**src/rtl/fir_feed_pkg.sv**
```systemverilog
// ----------------------------------------------------------------------------
// Module   : fir_feed_pkg
// Brief    : Shared types and sizing helpers for the FIR feed controller.
// Revision : 1.0
// ----------------------------------------------------------------------------
`default_nettype none

package fir_feed_pkg;

    localparam int DEFAULT_DATA_WIDTH = 8;

    typedef logic signed [DEFAULT_DATA_WIDTH-1:0] sample_t;

    typedef enum logic [2:0] {
        ST_IDLE   = 3'd0,
        ST_REQ    = 3'd1,
        ST_COEFF  = 3'd2,
        ST_STREAM = 3'd3,
        ST_FLUSH  = 3'd4,
        ST_STOP   = 3'd5,
        ST_HOLD   = 3'd6,
        ST_DONE   = 3'd7
    } feed_state_t;

    function automatic int addr_width(input int n);
        return (n > 1) ? $clog2(n) : 1;
    endfunction

    function automatic int ptr_width(input int depth);
        return (depth > 1) ? $clog2(depth) : 1;
    endfunction

endpackage

`default_nettype wire

```
**src/rtl/fir_sample_fifo.sv**
```systemverilog
// ----------------------------------------------------------------------------
// Module   : fir_sample_fifo
// Brief    : Synchronous sample FIFO carrying data plus an end-of-run bit.
// Revision : 1.0
// ----------------------------------------------------------------------------
`default_nettype none

module fir_sample_fifo
    import fir_feed_pkg::*;
#(
    parameter int DATA_WIDTH = 8,
    parameter int DEPTH      = 16,
    localparam int PTR_WIDTH = ptr_width(DEPTH)
) (
    input  logic                  clock,
    input  logic                  resetN,
    input  logic                  push,
    input  logic [DATA_WIDTH-1:0] pushData,
    input  logic                  pushLast,
    input  logic                  pop,
    output logic [DATA_WIDTH-1:0] popData,
    output logic                  popLast,
    output logic                  full,
    output logic                  empty,
    output logic [PTR_WIDTH:0]    count
);

    localparam logic [PTR_WIDTH:0] C_DEPTH = (PTR_WIDTH+1)'(DEPTH);

    logic [DATA_WIDTH:0] r_mem [DEPTH];
    logic [PTR_WIDTH:0]  r_wrPtr;
    logic [PTR_WIDTH:0]  r_rdPtr;
    logic                w_doPush;
    logic                w_doPop;

    // Extra pointer MSB distinguishes full from empty when indices match
    assign count    = r_wrPtr - r_rdPtr;
    assign full     = (count == C_DEPTH);
    assign empty    = (r_wrPtr == r_rdPtr);
    assign w_doPush = push && !full;
    assign w_doPop  = pop && !empty;
    assign {popLast, popData} = r_mem[r_rdPtr[PTR_WIDTH-1:0]];

    always_ff @(posedge clock or negedge resetN) begin
        if (!resetN) begin
            r_wrPtr <= '0;
            r_rdPtr <= '0;
        end else begin
            if (w_doPush) r_wrPtr <= r_wrPtr + 1'b1;
            if (w_doPop)  r_rdPtr <= r_rdPtr + 1'b1;
        end
    end

    always_ff @(posedge clock) begin
        if (w_doPush) r_mem[r_wrPtr[PTR_WIDTH-1:0]] <= {pushLast, pushData};
    end

endmodule

`default_nettype wire

```
**src/rtl/fir_feed_controller.sv**
```systemverilog
// ----------------------------------------------------------------------------
// Module   : fir_feed_controller
// Brief    : Loads FIR coefficients, streams buffered samples, ends the run.
//            Define FIR_FLUSH_EN to append LENGTH-1 zero samples before STOP.
// Revision : 1.0
// ----------------------------------------------------------------------------
`default_nettype none

module fir_feed_controller
    import fir_feed_pkg::*;
#(
    parameter int LENGTH     = 20,
    parameter int DATA_WIDTH = 8,
    parameter int FIFO_DEPTH = 16,
    localparam int ADDR_WIDTH = addr_width(LENGTH)
) (
    input  logic                  clock,
    input  logic                  resetN,
    input  logic                  coeffWrEn,
    input  logic [ADDR_WIDTH-1:0] coeffWrAddr,
    input  logic [DATA_WIDTH-1:0] coeffWrData,
    input  logic                  start,
    input  logic                  sampleValid,
    input  logic [DATA_WIDTH-1:0] sampleIn,
    input  logic                  sampleLast,
    output logic                  sampleReady,
    output logic                  loadCoeff,
    output logic                  coeffSetFlag,
    output logic [DATA_WIDTH-1:0] coeffIn,
    output logic                  loadDataFlag,
    output logic [DATA_WIDTH-1:0] dataIn,
    output logic                  stopDataLoadFlag,
    output logic                  busy,
    output logic                  done
);

    localparam int PTR_WIDTH = ptr_width(FIFO_DEPTH);
    localparam logic [ADDR_WIDTH-1:0] C_LAST_IDX = ADDR_WIDTH'(LENGTH - 1);
    localparam logic [PTR_WIDTH:0]    C_DEPTH    = (PTR_WIDTH+1)'(FIFO_DEPTH);

    feed_state_t            r_state, w_nextState;
    logic [DATA_WIDTH-1:0]  r_table [LENGTH];
    logic [ADDR_WIDTH-1:0]  r_idx, w_nIdx;
    logic                   r_seenLast, w_nSeenLast;
    logic                   r_lastAcc, w_nLastAcc;

    logic                   r_sampleReady, w_nReady;
    logic                   r_loadCoeff, w_nLoadCoeff;
    logic                   r_coeffSet, w_nCoeffSet;
    logic [DATA_WIDTH-1:0]  r_coeffIn, w_nCoeffIn;
    logic                   r_loadData, w_nLoadData;
    logic [DATA_WIDTH-1:0]  r_dataIn, w_nDataIn;
    logic                   r_stop, w_nStop;
    logic                   r_busy;
    logic                   r_done, w_nDone;

    logic                   w_push, w_pop, w_tryPop;
    logic [DATA_WIDTH-1:0]  w_fifoData;
    logic                   w_fifoLast, w_full, w_empty;
    logic [PTR_WIDTH:0]     w_count, w_countNext;
    logic                   w_addrOk;

`ifdef FIR_FLUSH_EN
    localparam logic [ADDR_WIDTH-1:0] C_FLUSH_LAST = ADDR_WIDTH'(LENGTH - 2);
    logic [ADDR_WIDTH-1:0]  r_flushCnt, w_nFlushCnt;
`endif

    assign sampleReady      = r_sampleReady;
    assign loadCoeff        = r_loadCoeff;
    assign coeffSetFlag     = r_coeffSet;
    assign coeffIn          = r_coeffIn;
    assign loadDataFlag     = r_loadData;
    assign dataIn           = r_dataIn;
    assign stopDataLoadFlag = r_stop;
    assign busy             = r_busy;
    assign done             = r_done;

    assign w_push   = sampleValid && r_sampleReady && !w_full;
    assign w_addrOk = {{(32-ADDR_WIDTH){1'b0}}, coeffWrAddr} < 32'(LENGTH);

    fir_sample_fifo #(
        .DATA_WIDTH (DATA_WIDTH),
        .DEPTH      (FIFO_DEPTH)
    ) u_fifo (
        .clock    (clock),
        .resetN   (resetN),
        .push     (w_push),
        .pushData (sampleIn),
        .pushLast (sampleLast),
        .pop      (w_pop),
        .popData  (w_fifoData),
        .popLast  (w_fifoLast),
        .full     (w_full),
        .empty    (w_empty),
        .count    (w_count)
    );

    always_ff @(posedge clock or negedge resetN) begin
        if (!resetN) begin
            for (int i = 0; i < LENGTH; i++) r_table[i] <= '0;
        end else if (r_state == ST_IDLE && coeffWrEn && w_addrOk) begin
            r_table[coeffWrAddr] <= coeffWrData;
        end
    end

    // Outputs are registered from the next-state decision, so every output
    // reflects the state held in r_state during the same cycle.
    always_comb begin
        w_nextState  = r_state;
        w_tryPop     = 1'b0;
        w_pop        = 1'b0;
        w_nIdx       = r_idx;
        w_nSeenLast  = r_seenLast;
        w_nLastAcc   = r_lastAcc;
        w_nLoadCoeff = 1'b0;
        w_nCoeffSet  = 1'b0;
        w_nCoeffIn   = r_coeffIn;
        w_nLoadData  = 1'b0;
        w_nDataIn    = r_dataIn;
        w_nStop      = 1'b0;
        w_nDone      = 1'b0;
`ifdef FIR_FLUSH_EN
        w_nFlushCnt  = r_flushCnt;
`endif
        if (w_push && sampleLast) w_nLastAcc = 1'b1;

        case (r_state)
            ST_IDLE: begin
                if (start) begin
                    w_nextState  = ST_REQ;
                    w_nLoadCoeff = 1'b1;
                    w_nSeenLast  = 1'b0;
                    w_nLastAcc   = 1'b0;
                end
            end
            ST_REQ: begin
                w_nextState = ST_COEFF;
                w_nIdx      = '0;
                w_nCoeffIn  = r_table[0];
                w_nCoeffSet = (C_LAST_IDX == '0);
            end
            ST_COEFF: begin
                if (r_idx == C_LAST_IDX) begin
                    w_nextState = ST_STREAM;
                    w_tryPop    = 1'b1;
                end else begin
                    w_nIdx      = r_idx + 1'b1;
                    w_nCoeffIn  = r_table[r_idx + 1'b1];
                    w_nCoeffSet = ((r_idx + 1'b1) == C_LAST_IDX);
                end
            end
            ST_STREAM: begin
                if (r_seenLast) begin
`ifdef FIR_FLUSH_EN
                    if (LENGTH > 1) begin
                        w_nextState = ST_FLUSH;
                        w_nLoadData = 1'b1;
                        w_nDataIn   = '0;
                        w_nFlushCnt = '0;
                    end else begin
                        w_nextState = ST_STOP;
                        w_nStop     = 1'b1;
                    end
`else
                    w_nextState = ST_STOP;
                    w_nStop     = 1'b1;
`endif
                end else begin
                    w_tryPop = 1'b1;
                end
            end
`ifdef FIR_FLUSH_EN
            ST_FLUSH: begin
                if (r_flushCnt == C_FLUSH_LAST) begin
                    w_nextState = ST_STOP;
                    w_nStop     = 1'b1;
                end else begin
                    w_nFlushCnt = r_flushCnt + 1'b1;
                    w_nLoadData = 1'b1;
                    w_nDataIn   = '0;
                end
            end
`endif
            ST_STOP: w_nextState = ST_HOLD;
            ST_HOLD: begin
                w_nextState = ST_DONE;
                w_nDone     = 1'b1;
            end
            ST_DONE: w_nextState = ST_IDLE;
            default: w_nextState = ST_IDLE;
        endcase

        if (w_tryPop && !w_empty) begin
            w_pop       = 1'b1;
            w_nLoadData = 1'b1;
            w_nDataIn   = w_fifoData;
            w_nSeenLast = w_fifoLast;
        end
    end

    // Ready is predicted from next-cycle occupancy so the FIFO never overfills
    assign w_countNext = w_count + (PTR_WIDTH+1)'(w_push) - (PTR_WIDTH+1)'(w_pop);
    assign w_nReady    = (w_nextState == ST_REQ || w_nextState == ST_COEFF ||
                          w_nextState == ST_STREAM) && !w_nLastAcc &&
                         (w_countNext != C_DEPTH);

    always_ff @(posedge clock or negedge resetN) begin
        if (!resetN) begin
            r_state       <= ST_IDLE;
            r_idx         <= '0;
            r_seenLast    <= 1'b0;
            r_lastAcc     <= 1'b0;
            r_sampleReady <= 1'b0;
            r_loadCoeff   <= 1'b0;
            r_coeffSet    <= 1'b0;
            r_coeffIn     <= '0;
            r_loadData    <= 1'b0;
            r_dataIn      <= '0;
            r_stop        <= 1'b0;
            r_busy        <= 1'b0;
            r_done        <= 1'b0;
        end else begin
            r_state       <= w_nextState;
            r_idx         <= w_nIdx;
            r_seenLast    <= w_nSeenLast;
            r_lastAcc     <= w_nLastAcc;
            r_sampleReady <= w_nReady;
            r_loadCoeff   <= w_nLoadCoeff;
            r_coeffSet    <= w_nCoeffSet;
            r_coeffIn     <= w_nCoeffIn;
            r_loadData    <= w_nLoadData;
            r_dataIn      <= w_nDataIn;
            r_stop        <= w_nStop;
            r_busy        <= (w_nextState != ST_IDLE);
            r_done        <= w_nDone;
        end
    end

`ifdef FIR_FLUSH_EN
    always_ff @(posedge clock or negedge resetN) begin
        if (!resetN) r_flushCnt <= '0;
        else         r_flushCnt <= w_nFlushCnt;
    end
`endif

endmodule

`default_nettype wire
```
**config.mk**
```make
export PLATFORM = sky130hd
export DESIGN_NAME = fir_feed_controller
export DESIGN_NICKNAME = d
export VERILOG_FILES = /design/src/rtl/fir_feed_pkg.sv /design/src/rtl/fir_sample_fifo.sv /design/src/rtl/fir_feed_controller.sv
export SDC_FILE = /design/constraint.sdc
export NUM_CORES = 1
export LEC_CHECK = 0
export ABC_AREA = 1
export CAP_MARGIN = 10
export CORE_ASPECT_RATIO = 1.5
export CORE_MARGIN = 2
export CORE_UTILIZATION = 30
export DETAILED_ROUTE_END_ITERATION = 8
export PLACE_DENSITY_LB_ADDON = 0.08
export RECOVER_POWER = 50
export SLEW_MARGIN = 15
export SYNTH_ARGS = -nofsm -noshare
export SYNTH_HDL_FRONTEND = slang
export SYNTH_SLANG_ARGS = --single-unit
```
**constraint.sdc**
```tcl
create_clock -name clock -period 5.5 [get_ports clock]
set_clock_uncertainty 0.2 [all_clocks]
set_input_delay 1.1 -clock clock [delete_from_list [all_inputs] [get_ports clock]]
set_output_delay 1.1 -clock clock [all_outputs]
set_load 0.005 [all_outputs]
```
# --- Yosys cells after proc, flatten, opt, wreduce, memory -nomap -nowiden ---
# Memories as Yosys holds them, arrays and structs flattened.
# Index checks and enable logic that the tools add are counted.
# W data, S select, Z words.
word_totals:
  regBits: 203
  ramBits: 144
  inputBits: 27
  out_inout_bits: 23
  wordCells: 118
  n_memories: 1
classes:
  add_sub_neg: 6
  order_cmp: 4
  eq_ne: 14
  mux: 33
  n_bitwise: 2
  reduce_logical: 23
mem_list:
  columns: ["memory", "words", "width", "rd", "rd_ports_with_merged_regs", "wr", "line", "rtl"]
  rows:
  - ["u_fifo.r_mem", 16, 9, 1, 0, 1, "fir_sample_fifo.sv:30", "logic [DATA_WIDTH:0] r_mem [DEPTH];"]
op_table:
  columns: ["operator", "n"]
  rows:
  - ["$bwmux W160", 1]
  - ["$bmux W8 S5", 1]
  - ["$demux W8 S5", 1]
  - ["$mux W8", 4]
  - ["$mux W1", 18]
  - ["$pmux W3 S6", 1]
  - ["$pmux W8 S2", 1]
  - ["$add A5 B1 Y5 const B", 3]
  - ["$eq A5 B5 Y1 const B", 3]
  - ["$eq A3 B2 Y1 const B", 4]
  - ["$ge A6 B6 Y1 const B", 2]
  - ["$not A5 Y6", 2]
  - ["$logic_and A1 B1 Y1", 11]
  - ["$pmux W5 S2", 1]
  - ["$mux W3", 3]
  - ["$eq A3 B1 Y1 const B", 2]
  - ["$eq A3 B3 Y1 const B", 2]
  - ["$lt A6 B1 Y1 const B", 1]
  - ["$reduce_bool A2 Y1", 3]
  - ["$add A5 B1 Y5", 1]
  - ["$eq A5 B5 Y1", 1]
  - ["$lt A5 B5 Y1 const B", 1]
  - ["$mux W5", 1]
  - ["$ne A5 B5 Y1 const B", 1]
  - ["9 further kinds", 13]

# --- Depth between registers and ports, before layout ---
logic_depth:
  ltp_word: 11
  ltp_mapped: 25
  ltp_nobuf: 23

# --- Modules after synthesis ---
# Synthesis repeated with hierarchy kept, for this count alone.
unflattened:
  cells_unflattened: 1761
  hier_area_um2: 15886.5
by_module_without_submodules:
  columns: ["mod", "instances", "cells_per_inst", "area_each_um2"]
  rows:
  - ["fir_feed_controller", 1, 1222, 9385.3]
  - ["fir_sample_fifo", 1, 539, 6501.2]

# --- Least setup slack after synthesis ---
# Ideal clock, no wire load.
synth_path:
  path_type: "flip-flop to flip-flop"
  start: "register u_fifo.r_rdPtr[2]"
  end: "register r_sampleReady (netlist: sampleReady)"
  setup_ps: 117
  arrival_ps: 3483
  setup_slack_ps: 1700
  path_stages_with_launch: 24
  path_buffers: 2
  synth_period_minus_slack_ps: 3800
  cell_sequence: "dfrtp_1 -> clkbuf_1 -> inv_1 -> clkbuf_1 -> ha_1 -> a21oi_1 -> nand2_1 -> nand2_1 -> nand2_1 -> ha_1 -> nand2_1 -> nor2_1 -> nand2_1 -> nand2_1 -> ha_1 -> inv_1 -> ha_1 -> fa_1 -> xnor2_1 -> nand3_1 -> nor2_1 -> nand2_1 -> nor2_1 -> nor2_1"
synth_between:
  elab_chain_len: 11
  word_cells_on_any_way: 18
synth_rtl:
  columns: ["element", "line", "rtl"]
  rows:
  - ["start: declaration", "fir_sample_fifo.sv:32", "logic [PTR_WIDTH:0] r_rdPtr;"]
  - ["start signal: assignment", "fir_sample_fifo.sv:50", "if (w_doPop) r_rdPtr <= r_rdPtr + 1'b1;"]
  - ["branches (longest 10 deep; another with $sub A5 B5 Y5)", null, null]
  - ["$logic_and A1 B1 Y1 *", "fir_feed_controller.sv:204", "w_nextState == ST_STREAM) && !w_nLastAcc &&"]
  - ["via w_nReady", "fir_feed_controller.sv:47", "logic r_sampleReady, w_nReady;"]
  - ["end signal: assignment", "fir_feed_controller.sv:227", "r_sampleReady <= w_nReady;"]
  - ["end: declaration", "fir_feed_controller.sv:47", null]
# Mark *: on every way through the listed nets, which the timed path passes.
# A chain may end at the register's enable or synchronous reset.

# --- Worst setup path in the final report ---
layout_path:
  start: "register u_fifo.r_rdPtr[2]"
  end: "memory u_fifo.r_mem[13][0] (netlist bit) (enable)"
layout_between:
  elab_chain_len: 7
layout_rtl:
  columns: ["element", "line", "rtl"]
  rows:
  - ["$sub A5 B5 Y5 *", "fir_sample_fifo.sv:37", "assign count = r_wrPtr - r_rdPtr;"]
  - ["$eq A5 B5 Y1 *", "fir_sample_fifo.sv:38", "assign full = (count == C_DEPTH);"]
  - ["$logic_not A1 Y1 *", "fir_sample_fifo.sv:40, fir_feed_controller.sv:78", null]
  - ["$logic_and A1 B1 Y1", "fir_feed_controller.sv:78", "assign w_push = sampleValid && r_sampleReady && !w_full;"]
  - ["$logic_and A1 B1 Y1 *", "fir_sample_fifo.sv:40", "assign w_doPush = push && !full;"]
  - ["$mux W1 *", "fir_sample_fifo.sv:55", "if (w_doPush) r_mem[r_wrPtr[PTR_WIDTH-1:0]] <= {pushLast, pushData};"]
  - ["$mux W1 (implied by the code) *", "fir_sample_fifo.sv:55", null]
  - ["end: declaration", "fir_sample_fifo.sv:30", null]
# Mark *: on every way between the ends. The rest lies on a longest branch, timed or not.

==> reports/metrics.csv <==
stage,metric,value,unit
floorplan,core_area,52500,sq um
floorplan,std_cell_rows,103,
global_routing,grt_use_total,18.2,%
synth,ys_seq_elements,347,
pwr,clockPowerShare,28.8,%
pwr,switching_power,3710,uW
clock_tree,clk_latency,530,ps
synth,netlist_area,15900,sq um
synth,yosysSeqAreaShare,59.2,%
clock_tree,numCtsBuffers,39,
drt,vias,11700,
clock_tree,cts_resized,0,
pwr,internal_power,5750,uW
synth,netlist.area_leader.share,32.0,%
job,drv_cap,2,
placed_design,gp_congestion,0.804,
pwr,p_sw_share,39.2,%
drt,drc_errors,0,
final_layout,diodes,0,
floorplan,dieHeight,286,um
final_layout,postLayoutCoreUtil,34.7,%
synth,netlist_top_cells_count,"nand2_1 (498), dfrtp_1 (203), o21ai_0 (175)",
synth,ys_warn_count,0,
worst_setup_path,crit_required,5450,ps
placed_design,dp_hpwl,30900,um
clock_tree,clkTransAtPathRegs,60,ps
timing,drv_slew,145,
clock_tree,htreeDepth,2,
clock_tree,root_buffer,clkbuf_16,
global_routing,antenna_found_initial,1,
drt,dr.first_iter.drc_count,736,
pwr,p_seq_share,33.5,%
synth,synth_edf_count,144,
clock_tree,tritoncts,built,
timing,min_period,4130,ps
drt,viasPerCell,4.74,
timing,fin_crit_sh,75.1,%
floorplan,die_area,54900,sq um
drt,wl_met1,19400,um
drt,dr.pass1.iters,5,
global_routing,grt_pass1_vias,12100,
global_routing,grt_max_degree,98,
clock_tree,ctsHoldBuffers,0,
final_layout,fillers,5438,
synth,syn_area_per_cell,9.17,sq um
final_layout,nets,1792,
global_routing,gr-total-overflow,0,
timing,tightest_slew,2680,ps
pwr,p_leak,0.00761,uW
synth,synthCells,1734,
pwr,powerDensity,519,nW/um^2
timing,tns,0,ps
placed_design,numPortBuffers,49,
timing,max_freq,0.242,GHz
synth,ys_top_cells_by_area,"dfrtp_1 (32%), edfxtp_1 (27%), nand2_1 (12%)",
worst_setup_path,cp-start-kind,flip-flop,
min_path,hold_class,flip-flop to flip-flop,
worst_setup_path,path_max_fanout,14,
outcome,status,"complete, but fails checks",
floorplan,die_w,192,um
timing,final_hold_viol_count,0,
synth,syn_nets,1780,
drt,drt-total-wl,48300,um
drt,route.met2.wl,25400,um
timing,setup_viol,0,
pwr,peakVddDrop,332,uV
drt,wl_per_cell,19.7,um
synth,synthFlopType,dfrtp_1,
timing,slew_headroom,-78.8,%
pwr,pwr-share-comb,37.8,%
clock_tree,cts_setup_buffers,0,
synth,yosysTopAreaCell,dfrtp_1,
clock_tree,cts_buffer_depth,3,
synth,yosysMostFrequentCell,nand2_1,
worst_setup_path,worstSetupPathType,flip-flop to flip-flop,
timing,rsz0062_at_grt,false,
synth,synth_cell_types,37,
floorplan,start_util,30.3,%
drt,ant_nets,0,
global_routing,grt_first_pass_wirelength,74700,um
drt,top_layer_used,met4,
clock_tree,clock-sinks,347,
outcome,failed_checks,"capacitance limit, slew limit",
final_layout,drive_above_1_share,8.33,%
worst_setup_path,end_kind,flip-flop,
floorplan,io_pins,50,
synth,async_flop_share,58.5,%
final_layout,syn_to_final_growth,14.6,%
drt,routed-wl-met3,1360,um
worst_setup_path,crit_arrival,4080,ps
## stage by stage
stage	instance area, sq um	hold WS (ps)	setup slack [ps]	total power [uW]	instances
after floorplan	15900	248	1700	5540	1734
after global placement	16900	260	1510	6870	2387
after detailed placement	16900	263	1420	6870	2387
after CTS	18200	278	1410	9630	2458
after global routing	18200	298	985	10100	2458
final	18200	277	1370	9460	2458
## kinds of logic after synthesis
kind of cell / after synthesis / share of synthesized area (%)
AOI/OAI and AO/OA: 323 / 11.6
xor gates and xnor gates: 15 / 0.874
adders and majority gates: 19 / 1.59
buffers and inverters: 217 / 5.92
DFF: 347 / 59.2
and+or+nand+nor: 813 / 20.9
## critical path, cell delays in order, from the launching register on
cell     delay [ps]
dfrtp_1         540
inv_1           290
ha_1            450
a21oi_1         270
nand2_1         120
nand2_1          70
nand2_1          90
ha_1            200
nand2_1          60
nor2_1           40
nand2_1          80
nand2_1         120
inv_1           200
nand2_1         230
nor2_1          780
## flip-flops by register name (all words and copies together), names as in the netlist, 3 cells and up
name and flops:
r_table 160, u_fifo.r_mem 144, coeffIn 8, dataIn 8
r_idx 5, u_fifo.r_rdPtr 5, u_fifo.r_wrPtr 5, r_state 3
## path summary, 6_finish.rpt
path / startpoint / endpoint / slack [ps] / cells after the start
max in group asynchronous: resetN / u_fifo.r_rdPtr[0]$_DFFE_PN0P_ / 1640 / 2
min reg2reg: coeffIn[0]$_DFFE_PN0P_ / coeffIn[0]$_DFFE_PN0P_ / 280 / 2
max reg2reg: u_fifo.r_rdPtr[2]$_DFFE_PN0P_ / u_fifo.r_mem[13][0]$_DFFE_PP_ / 1370 / 14
min: coeffIn[0]$_DFFE_PN0P_ / coeffIn[0]$_DFFE_PN0P_ / 280 / 2
min in group asynchronous: resetN / r_table[113]$_DFFE_PN0P_ / 320 / 1
max: u_fifo.r_rdPtr[2]$_DFFE_PN0P_ / u_fifo.r_mem[13][0]$_DFFE_PP_ / 1370 / 14
## power groups by stage
stage / logic [uW] / clock network (uW) / registers (uW)
global route: 4050 / 2900 / 3200
detailed placement: 3650 / 0 / 3210
finish: 3570 / 2720 / 3160
CTS: 3660 / 2800 / 3170
global placement: 3660 / 0 / 3210
floorplan: 2380 / 0 / 3160
## area by class of cell
class | instances | area (sq um) | area share (%)
inverters | 120 | 450 | 2.47
clock buffers | 51 | 1100 | 6.06
clock inverters | 20 | 225 | 1.24
well taps | 682 | 853 | 4.68
flip-flops and latches | 347 | 9410 | 51.6
multi-input cells | 1170 | 5550 | 30.5
repair buffers | 68 | 628 | 3.45
## per-layer routing
metal | GRT usage (%) | vias to the layer above
li1 | - | 5739
met3 | 2.01 | 89
met5 | 0 | -
met2 | 33.6 | 196
met4 | 8.13 | 0
met1 | 20.9 | 5630
## cell usage in the layout (no fill, tap or decap), types with 37 or more instances in the layout
cell / Yosys / routed
nor2_1: 169 / 169
o21ai_2: 37 / 37
clkdlybuf4s50_1: 0 / 38
o21ai_1: 50 / 50
edfxtp_1: 144 / 144
inv_1: 113 / 113
o21ai_0: 175 / 175
clkbuf_16: 0 / 41
dfrtp_1: 203 / 201
nand2_1: 498 / 500
nand3_1: 114 / 114
Power figures use the tool's default switching activity.
==> RTL change (config.mk and constraints unchanged) <==
Build with the macro `FIR_FLUSH_EN` defined.
--- a/src/rtl/fir_feed_controller.sv
+++ b/src/rtl/fir_feed_controller.sv
@@ -6,4 +6,6 @@
 // ----------------------------------------------------------------------------
 `default_nettype none
+
+`define FIR_FLUSH_EN
 
 module fir_feed_controller
Function: same outputs for any inputs over 4 cycles, from zero or initial values and one cycle with resetN low; that may be too few to reach the edited logic, so the function may still have changed.
==> RTL change against the original RTL <==
The run still ends with max-capacitance violations, max-slew violations left; fmax decreased by 7.2%; final area increased by 1.8%; worst setup slack got worse by 0.32 ns; via count increased by 2.7%; critical path type unchanged; power increased by 3.9%; wire length increased by 1.6%; sequential cell count increased by 5; combinational power increased by 2%; area after synthesis increased by 1.1%; count of clock-buffer cells in the layout unchanged; die area increased by 1.1%.
==> RTL change: results (changes against the original RTL) <==
Synth
  • Register area share after synthesis: 59.3% (was 59.2%)
  • Leading post-synthesis cells by cell area: dfrtp_1 32%, edfxtp_1 27%, nand2_1 14%, nand3_1 4.9%, o21ai_1 3.1% (was dfrtp_1 32%, edfxtp_1 27%, nand2_1 12%, o21ai_0 5.5%, nor2_1 4.0%)
  • Ys async rst share: 59.1% (was 58.5%)
  • Post-synth top cells: 584 x nand2_1, 208 x dfrtp_1, 158 x nand3_1 (was 498 x nand2_1, 203 x dfrtp_1, 175 x o21ai_0)
  • Post-synth EDFFs: 144 (unchanged)
  • Syn_nets: 1836 (was 1780)
  • Unique cell type count in the Yosys netlist: 34 (was 37)

Global routing
  • Antenna violations before repair: 0 (was 1)
  • First-pass GRT wire length: 75.4 mm (was 74.7 mm)
  • Tot GR Track Use: 18.2% (about the same)
  • Vias in the first global route: 12100 (about the same)
  • Largest net degree at the start of global routing: 109 (was 98)

CTS
  • CTS Root Cell: clkbuf_16 (unchanged)
  • Postcts setup bufs: 0 (unchanged)
  • Clk buf depth: 3 (unchanged)
  • Skew-Pair Late Insertion Delay: 0.57 ns (was 0.53 ns)
  • TritonCTS buffer count: 40 (was 39)

Worst setup path
  • Worst path max stage delay: 0.69 ns (was 0.78 ns)
  • Max FO, Critical Path: 18 (was 14)
  • Worst Path Arrival: 4.72 ns (was 4.08 ns)
  • Crit-path leading delay family: adder cells (was simple AND/OR/NAND/NOR gates)
  • Slowest cell on crit path: dfrtp_1 (was nor2_1)

Placement
  • Final RePlAce weighted congestion: 0.813 (was 0.804)
  • I/O Buffers: 49 (unchanged)
  • Dpl hpwl: 32.5 mm (was 30.9 mm)

Finish
  • Fillcell total: 5488 (was 5438)
  • Biggest register: r_table (unchanged)
  • Share of cells above drive strength 1: 6.52% (was 8.33%)
  • Antenna diodes: 0 (unchanged)

STA
  • Worst-margin pin slew: 2.96 ns (was 2.68 ns)
  • Max Slew Vio Count: 109 (was 145)

Drt
  • Total Wirelength: 49.1 mm (was 48.3 mm)
  • Initial DRC Count: 778 (was 736)
  • Via/cell ratio: 4.77 (was 4.74)
  • DRT Pass-1 Iters: 5 (unchanged)

Status
  • Failing checks: max-capacitance violations, max-slew violations (unchanged)
  • Outcome: complete, but fails checks (unchanged)

Hold path
  • Hold WC Path Type: flop to flop (unchanged)

Flow run
  • Max Cap Violations: 1 (was 2)

Power
  • Maximum VDD drop: 0.000310 V (was 0.000332 V)
  • Leak pwr: 7.90 nW (was 7.61 nW)
RTL change: cell families after synthesis:
logic type                 Yosys count  share of synthesized area (%)
and+or+nand+nor                    866                           22.3
adders and majority gates           21                           1.73
buffers and inverters              235                           5.85
AOI/OAI and AO/OA                  298                           9.85
DFF                                352                           59.3
xor gates and xnor gates            16                           1.01
RTL change: final timing paths:
path | depth (start not counted) | endpoint | start | slack [ns]
min in group asynchronous | 1 | r_table[153]$_DFFE_PN0P_ | resetN | 1.23
worst min-delay path | 2 | dataIn[0]$_DFFE_PN0P_ | dataIn[0]$_DFFE_PN0P_ | 0.28
max in group asynchronous | 2 | r_table[77]$_DFFE_PN0P_ | resetN | 1.64
worst max register to register | 21 | sampleReady$_DFF_PN0_ | u_fifo.r_rdPtr[2]$_DFFE_PN0P_ | 1.05
worst max-delay path | 21 | sampleReady$_DFF_PN0_ | u_fifo.r_rdPtr[2]$_DFFE_PN0P_ | 1.05
worst min register to register | 2 | dataIn[0]$_DFFE_PN0P_ | dataIn[0]$_DFFE_PN0P_ | 0.28
RTL change: report_power, final:
part | internal, mW | total, mW | switching [mW] | leakage, nW
Sequential | 2.98 | 3.18 | 0.196 | 4.13
Combinational | 1.08 | 3.64 | 2.56 | 3.06
Clock | 1.89 | 3.01 | 1.12 | 0.716
RTL change: stage by stage:
step | instances | power, mW | setup WS (ns) | area [µm²] | utilization [%]
2_1_floorplan | 1788 | 5.56 | 1.76 | 16100 | -
3_3_place_gp | 2435 | 6.95 | 1.16 | 17100 | 32.4
3_5_place_dp | 2435 | 6.94 | 1.05 | 17100 | 32.4
4_1_cts | 2506 | 10.0 | 1.05 | 18600 | 35.1
5_1_grt | 2506 | 10.5 | 0.644 | 18500 | 35.1
6_report | 2506 | 9.82 | 1.05 | 18500 | 35.1
RTL change: cell type report:
cell class,instances,area [µm²],area share [%]
Multi-Input combinational cell,1201,5600,30.2
Inverter,137,514,2.77
Clock buffer,51,1100,5.95
Timing Repair Buffer,63,579,3.13
Tap cell,682,853,4.60
Clock inverter,20,358,1.93
Sequential cell,352,9530,51.4
RTL change: per-layer routing:
| metal | up-vias | share of wire, % | GRT usage (%) |
|---|---|---|---|
| met3 | 89 | 2.9 | 1.95 |
| met4 | 0 | 3.7 | 7.56 |
| met2 | 232 | 53 | 33.5 |
| li1 | 5871 | - | - |
| met1 | 5772 | 40 | 21.2 |
| met5 | - | 0 | 0 |
RTL change: worst min-delay path, stage by stage (launching register included):
cell and delay (ns):
dfrtp_1 0.34, nand2_1 0.06, nand2_1 0.05
